## src/rtl/dmem_axil_ctrl_pkg.sv

```systemverilog
// Shared types and constants for the AXI4-Lite data-memory controller.
package dmem_ctrl_pkg;

   typedef enum logic [2:0] {
      ST_IDLE,
      ST_W_ACC,
      ST_W_MEM,
      ST_W_RESP,
      ST_R_ACC,
      ST_R_MEM,
      ST_R_DATA,
      ST_R_RESP
   } state_t;

   localparam logic [1:0] RESP_OKAY   = 2'b00;
   localparam logic [1:0] RESP_SLVERR = 2'b10;

   localparam int DEF_MEM_WORDS = 256;
   localparam int IDX_W         = $clog2(DEF_MEM_WORDS);

endpackage

```

## src/rtl/dmem_axil_ctrl_if.sv

```systemverilog
// AXI4-Lite slave channel bundle between the crossbar and the data-memory controller.
interface dmem_axil_ctrl_if #(
   parameter int ADDR_WIDTH = 12
);

   logic [ADDR_WIDTH-1:0] s_awaddr;
   logic                  s_awvalid;
   logic                  s_awready;
   logic [31:0]           s_wdata;
   logic [3:0]            s_wstrb;
   logic                  s_wvalid;
   logic                  s_wready;
   logic [1:0]            s_bresp;
   logic                  s_bvalid;
   logic                  s_bready;
   logic [ADDR_WIDTH-1:0] s_araddr;
   logic                  s_arvalid;
   logic                  s_arready;
   logic [31:0]           s_rdata;
   logic [1:0]            s_rresp;
   logic                  s_rvalid;
   logic                  s_rready;

   modport slave (
      input  s_awaddr, s_awvalid, s_wdata, s_wstrb, s_wvalid, s_bready,
             s_araddr, s_arvalid, s_rready,
      output s_awready, s_wready, s_bresp, s_bvalid,
             s_arready, s_rdata, s_rresp, s_rvalid
   );

   modport master (
      output s_awaddr, s_awvalid, s_wdata, s_wstrb, s_wvalid, s_bready,
             s_araddr, s_arvalid, s_rready,
      input  s_awready, s_wready, s_bresp, s_bvalid,
             s_arready, s_rdata, s_rresp, s_rvalid
   );

endinterface

```

## src/rtl/dmem_axil_ctrl.sv

```systemverilog
// AXI4-Lite slave that sequences one read or write at a time into a synchronous-read
// data memory; every output is registered and IDLE separates consecutive transactions.
module dmem_axil_ctrl
   import dmem_ctrl_pkg::*;
#(
   parameter int ADDR_WIDTH = 12,
   parameter int MEM_WORDS  = DEF_MEM_WORDS
) (
   input  logic              clk,
   input  logic              rst,
   dmem_axil_ctrl_if.slave   s_axi,
   output logic              mem_write,
   output logic [3:0]        byte_en,
   output logic [11:0]       write_addr,
   output logic [11:0]       read_addr,
   output logic [31:0]       write_data,
   input  logic [31:0]       read_data
);

   localparam int                    LW       = $clog2(MEM_WORDS);
   localparam logic [ADDR_WIDTH-1:0] IDX_MASK = ADDR_WIDTH'(MEM_WORDS - 1);

   function automatic logic [11:0] f_word_idx(input logic [ADDR_WIDTH-1:0] a);
      return 12'((a >> 2) & IDX_MASK);
   endfunction

   function automatic logic f_in_range(input logic [ADDR_WIDTH-1:0] a);
      return (a >> (LW + 2)) == '0;
   endfunction

   state_t      r_state, w_next;
   logic        r_last_was_write;
   logic        r_w_oor, r_r_oor;
   logic        r_awready, r_wready, r_arready;
   logic        r_bvalid, r_rvalid;
   logic [1:0]  r_bresp, r_rresp;
   logic [31:0] r_rdata;
   logic        r_mem_write;
   logic [3:0]  r_byte_en;
   logic [11:0] r_write_addr, r_read_addr;
   logic [31:0] r_write_data;
   logic        w_wr_req, w_rd_req;

   // A write needs both AW and W present; AW alone is never accepted.
   assign w_wr_req = s_axi.s_awvalid && s_axi.s_wvalid;
   assign w_rd_req = s_axi.s_arvalid;

   always_comb begin
      w_next = r_state;
      unique case (r_state)
         ST_IDLE: begin
            if (w_wr_req && (!w_rd_req || !r_last_was_write)) w_next = ST_W_ACC;
            else if (w_rd_req)                                w_next = ST_R_ACC;
         end
         ST_W_ACC:  w_next = ST_W_MEM;
         ST_W_MEM:  w_next = ST_W_RESP;
         ST_W_RESP: if (s_axi.s_bready) w_next = ST_IDLE;
         ST_R_ACC:  w_next = ST_R_MEM;
         ST_R_MEM:  w_next = ST_R_DATA;
         ST_R_DATA: w_next = ST_R_RESP;
         ST_R_RESP: if (s_axi.s_rready) w_next = ST_IDLE;
         default:   w_next = ST_IDLE;
      endcase
   end

   // Outputs are registered from the next state so they line up with the state they belong to.
   always_ff @(posedge clk) begin
      if (rst) begin
         r_state          <= ST_IDLE;
         r_last_was_write <= 1'b0;
         r_w_oor          <= 1'b0;
         r_r_oor          <= 1'b0;
         r_awready        <= 1'b0;
         r_wready         <= 1'b0;
         r_arready        <= 1'b0;
         r_bvalid         <= 1'b0;
         r_rvalid         <= 1'b0;
         r_bresp          <= RESP_OKAY;
         r_rresp          <= RESP_OKAY;
         r_rdata          <= '0;
         r_mem_write      <= 1'b0;
         r_byte_en        <= '0;
         r_write_addr     <= '0;
         r_read_addr      <= '0;
         r_write_data     <= '0;
      end else begin
         r_state     <= w_next;
         r_awready   <= (w_next == ST_W_ACC);
         r_wready    <= (w_next == ST_W_ACC);
         r_arready   <= (w_next == ST_R_ACC);
         r_bvalid    <= (w_next == ST_W_RESP);
         r_rvalid    <= (w_next == ST_R_RESP);
         r_mem_write <= 1'b0;
         r_byte_en   <= '0;

         if (r_state == ST_IDLE && w_next != ST_IDLE)
            r_last_was_write <= (w_next == ST_W_ACC);

         if (r_state == ST_W_ACC) begin
            r_write_addr <= f_word_idx(s_axi.s_awaddr);
            r_write_data <= s_axi.s_wdata;
            r_w_oor      <= !f_in_range(s_axi.s_awaddr);
            r_byte_en    <= s_axi.s_wstrb;
            r_mem_write  <= f_in_range(s_axi.s_awaddr) && (|s_axi.s_wstrb);
         end

         if (r_state == ST_W_MEM)
            r_bresp <= r_w_oor ? RESP_SLVERR : RESP_OKAY;

         if (r_state == ST_R_ACC) begin
            r_read_addr <= f_word_idx(s_axi.s_araddr);
            r_r_oor     <= !f_in_range(s_axi.s_araddr);
         end

         // Memory data for read_addr is present now, one cycle after R_MEM presented it.
         if (r_state == ST_R_DATA) begin
            r_rdata <= r_r_oor ? 32'h0 : read_data;
            r_rresp <= r_r_oor ? RESP_SLVERR : RESP_OKAY;
         end
      end
   end

   assign s_axi.s_awready = r_awready;
   assign s_axi.s_wready  = r_wready;
   assign s_axi.s_arready = r_arready;
   assign s_axi.s_bvalid  = r_bvalid;
   assign s_axi.s_bresp   = r_bresp;
   assign s_axi.s_rvalid  = r_rvalid;
   assign s_axi.s_rdata   = r_rdata;
   assign s_axi.s_rresp   = r_rresp;
   assign mem_write       = r_mem_write;
   assign byte_en         = r_byte_en;
   assign write_addr      = r_write_addr;
   assign read_addr       = r_read_addr;
   assign write_data      = r_write_data;

endmodule
```

## src/flat_wrapper.sv

```systemverilog
// flat-port wrapper written by rule: the top's interface ports become plain ports
module dmem_axil_ctrl_flat import dmem_ctrl_pkg::*;
#(
   parameter int ADDR_WIDTH = 12,
   parameter int MEM_WORDS  = DEF_MEM_WORDS
)
  (clk, rst, mem_write, byte_en, write_addr, read_addr, write_data, read_data, s_axi_s_awaddr, s_axi_s_awvalid, s_axi_s_wdata, s_axi_s_wstrb, s_axi_s_wvalid, s_axi_s_bready, s_axi_s_araddr, s_axi_s_arvalid, s_axi_s_rready, s_axi_s_awready, s_axi_s_wready, s_axi_s_bresp, s_axi_s_bvalid, s_axi_s_arready, s_axi_s_rdata, s_axi_s_rresp, s_axi_s_rvalid);
  dmem_axil_ctrl_if #(.ADDR_WIDTH(ADDR_WIDTH)) s_axi_i ();
  input  logic clk;
  input  logic rst;
  output logic mem_write;
  output logic [3:0] byte_en;
  output logic [11:0] write_addr;
  output logic [11:0] read_addr;
  output logic [31:0] write_data;
  input  logic [31:0] read_data;
  input wire logic [$bits(s_axi_i.s_awaddr)-1:0] s_axi_s_awaddr;
  input wire logic [$bits(s_axi_i.s_awvalid)-1:0] s_axi_s_awvalid;
  input wire logic [$bits(s_axi_i.s_wdata)-1:0] s_axi_s_wdata;
  input wire logic [$bits(s_axi_i.s_wstrb)-1:0] s_axi_s_wstrb;
  input wire logic [$bits(s_axi_i.s_wvalid)-1:0] s_axi_s_wvalid;
  input wire logic [$bits(s_axi_i.s_bready)-1:0] s_axi_s_bready;
  input wire logic [$bits(s_axi_i.s_araddr)-1:0] s_axi_s_araddr;
  input wire logic [$bits(s_axi_i.s_arvalid)-1:0] s_axi_s_arvalid;
  input wire logic [$bits(s_axi_i.s_rready)-1:0] s_axi_s_rready;
  output wire logic [$bits(s_axi_i.s_awready)-1:0] s_axi_s_awready;
  output wire logic [$bits(s_axi_i.s_wready)-1:0] s_axi_s_wready;
  output wire logic [$bits(s_axi_i.s_bresp)-1:0] s_axi_s_bresp;
  output wire logic [$bits(s_axi_i.s_bvalid)-1:0] s_axi_s_bvalid;
  output wire logic [$bits(s_axi_i.s_arready)-1:0] s_axi_s_arready;
  output wire logic [$bits(s_axi_i.s_rdata)-1:0] s_axi_s_rdata;
  output wire logic [$bits(s_axi_i.s_rresp)-1:0] s_axi_s_rresp;
  output wire logic [$bits(s_axi_i.s_rvalid)-1:0] s_axi_s_rvalid;
  assign s_axi_i.s_awaddr = s_axi_s_awaddr;
  assign s_axi_i.s_awvalid = s_axi_s_awvalid;
  assign s_axi_i.s_wdata = s_axi_s_wdata;
  assign s_axi_i.s_wstrb = s_axi_s_wstrb;
  assign s_axi_i.s_wvalid = s_axi_s_wvalid;
  assign s_axi_i.s_bready = s_axi_s_bready;
  assign s_axi_i.s_araddr = s_axi_s_araddr;
  assign s_axi_i.s_arvalid = s_axi_s_arvalid;
  assign s_axi_i.s_rready = s_axi_s_rready;
  assign s_axi_s_awready = s_axi_i.s_awready;
  assign s_axi_s_wready = s_axi_i.s_wready;
  assign s_axi_s_bresp = s_axi_i.s_bresp;
  assign s_axi_s_bvalid = s_axi_i.s_bvalid;
  assign s_axi_s_arready = s_axi_i.s_arready;
  assign s_axi_s_rdata = s_axi_i.s_rdata;
  assign s_axi_s_rresp = s_axi_i.s_rresp;
  assign s_axi_s_rvalid = s_axi_i.s_rvalid;
  dmem_axil_ctrl #(.ADDR_WIDTH(ADDR_WIDTH), .MEM_WORDS(MEM_WORDS)) u_core (.clk(clk), .rst(rst), .s_axi(s_axi_i), .mem_write(mem_write), .byte_en(byte_en), .write_addr(write_addr), .read_addr(read_addr), .write_data(write_data), .read_data(read_data));
endmodule
```

## config.mk

```make
export PLATFORM = sky130hd
export DESIGN_NAME = dmem_axil_ctrl_flat
export DESIGN_NICKNAME = d
export VERILOG_FILES = /design/src/rtl/dmem_axil_ctrl_pkg.sv /design/src/rtl/dmem_axil_ctrl_if.sv /design/src/rtl/dmem_axil_ctrl.sv /design/src/flat_wrapper.sv
export SDC_FILE = /design/constraint.sdc
export NUM_CORES = 1
export LEC_CHECK = 0
export ABC_AREA = 1
export CAP_MARGIN = 30
export CORE_MARGIN = 5
export CORE_UTILIZATION = 38
export CTS_CLUSTER_SIZE = 28
export DETAILED_ROUTE_END_ITERATION = 10
export PLACE_DENSITY = 0.85
export SYNTH_ARGS = -nofsm -noshare
export SYNTH_HDL_FRONTEND = slang
export SYNTH_SLANG_ARGS = --single-unit
```

## constraint.sdc

```tcl
create_clock -name clk -period 1.7 [get_ports clk]
set_input_delay 0.34 -clock clk [delete_from_list [all_inputs] [get_ports clk]]
set_output_delay 0.34 -clock clk [all_outputs]
set_load 0.02 [all_outputs]
```

==> metrics <==
Port Buffers 186; DR iter-0 viols 126; initial antenna violation count 0; synthesized area 3440 µm²; Sink Count 97; YS warnings 0; flops & latches, synth 97; critical path's top delay family buffers and inverters; fin nets 697; Tcrit/Tclk final 0.9739; DRC viols 0; die area 11,050 µm²; First-pass DRT Iterations 4; Final Skew 10.61 ps; leakage power 2.633 nW; hold violation count in the final report 0; CTS Buf Count 9; # hold bufs at CTS 0; hpwl dp 7865 µm; critical path peak fanout 2; Worst-path clk slew 90 ps; critical-path cell list clkdlybuf4s50_1; Core Rows 34; Synth area leader dfxtp_1; Register Area 1942 µm²; Routed WL per cell 14.49 µm; die height 105.1 µm; via count 3,387; Core Region 8763 µm²; required time of the critical path 1360 ps; Synth Flop Type dfxtp_1; Max Slew Vio Count 0; final setup fails 0; leading post-synthesis cells by cell area dfxtp_1, nor2_1, o21ai_0; most common cell after layout, fill and taps aside clkdlybuf4s50_1; Antenna Cells 0; largest net degree at the start of global routing 41; Max VDD drop 0.0008587 V; EDFF count, synth 0; critical path type reg -> out; deepest clock path buffer count 2; fill count 746; vias in the first global route 3,359; Starting Density 0.3925; Skew-Pair Late Insertion Delay 340 ps; pwr dens 1428 nW/µm²; Die Wd 105.1 µm; htree depth 3; first-pass GRT wire length 16,190 µm; CTS root buf clkbuf_8; synth unique cells 22; max_cap viols 0; area of the multi-input gates 1266 µm²; Placer Congestion 0.8717; Area Overhead vs Synth 64.57%; synthesized netlist cell count 416; Worst Setup End Kind output pin; Overall Global Routing Usage 0.1771; post-synth top area share 0.5646; crit-path max cell delay 620 ps; CP max stage cell clkdlybuf4s50_1; Post-synth ARST share 0; worst path arrival time 1320 ps; post-route ant nets 0; buffer and inverter count on the worst path 1; post-synthesis average cell area 8.268 µm²; DRT Wirelength 10,300 µm; placed cell count 695; Post CTS Setup Buffer Count 0; Startpoint Class register; status finished, final reports clean; via/cell ratio 4.764; sequential share of the synthesized area 0.5646; worst hold slack 457.8 ps; worst min path class reg -> reg; TritonCTS clock tree built; I/O Pins 201; share of layout cells above drive strength 1 0.05804; min Tclk post-route 1656 ps; Layout Cells excl Fill 711; most frequent cells in the layout clkdlybuf4s50_1, nor2_1, dfxtp_1; Overflow after GRT 0; Peak Freq 604.0 MHz
final cells by class:
type                       instances  area share
clock buffer                      12     0.02564
inverter                          19     0.01260
tap                              108     0.02387
clock inverter                     4    0.009284
sequential                        97      0.3431
multi-input combinational        274      0.2237
timing repair buffer             197      0.3618
metal layers:
metal,part of all wire,up-vias,GRT usage
met4,0.019,0,0.06667
met1,0.39,1549,0.1907
li1,-,1692,-
met2,0.51,130,0.3152
met3,0.086,16,0.06473
met5,0,-,0
cells in the mapped netlist, drive strengths merged, types with 4 or more instances:
cell	n
clkbuf	12
a21oi	4
nor2	145
a22oi	32
nand2	19
o21ai	52
nand3	6
buf	23
inv	19
dfxtp	97
where the power goes:
| part | internal [W] | switching (W) | total [W] |
|---|---|---|---|
| registers | 0.00284 | 0.000311 | 0.00315 |
| clock network | 0.000726 | 0.000760 | 0.00149 |
| logic | 0.00151 | 0.00194 | 0.00345 |
kinds of logic after synthesis:
logic type,Yosys count,share of synthesized area
compound gates,89,0.1535
buf+inv,54,0.07712
flops,97,0.5646
other cells,1,0.001090
simple gates,175,0.2037
registers in the layout, indices dropped and copies added, names as in the netlist, 3 cells and up:
register	count
u_core.byte_en	4
u_core.r_state	3
u_core.read_addr	8
u_core.s_axi.s_rdata	32
u_core.write_addr	8
u_core.write_data	32
per-stage QoR:
| step | instance area, µm² | utilization | setup TNS [ps] | power [W] | worst slack [ps] |
|---|---|---|---|---|---|
| after floorplan | 3473 | - | 0 | 0.005106 | 475.9 |
| after global placement | 5396 | 0.6158 | 0 | 0.006591 | 84.77 |
| after detailed placement | 5396 | 0.6158 | 0 | 0.006708 | 65.23 |
| after CTS | 5593 | 0.6382 | 0 | 0.008212 | 9.034 |
| after global routing | 5660 | 0.6459 | -1.891 | 0.008629 | -1.891 |
| final | 5660 | 0.6459 | 0 | 0.008084 | 44.34 |
worst paths after layout:
kind                                               from                       to  slack, ps  cells after the start
worst max register to register        u_core.r_state[0]      u_core.read_addr[5]        340                      6
worst min-delay path            u_core.s_axi.s_bresp[1]  u_core.s_axi.s_bresp[1]        460                      2
worst max-delay path              u_core.write_data[26]           write_data[26]         40                      1
worst min register to register  u_core.s_axi.s_bresp[1]  u_core.s_axi.s_bresp[1]        460                      2
worst min-delay path, stage by stage (launching register included):
cell and delay, ps:
dfxtp_1 320, inv_1 50, a21oi_1 50
what timing repair did:
action,4_1_cts,5_1_grt
gates cloned,0,0
endpoints found under the setup margin,1,27
hold endpoints to repair,0,0
gates resized for setup,1,27
Power figures use the tool's default switching activity.
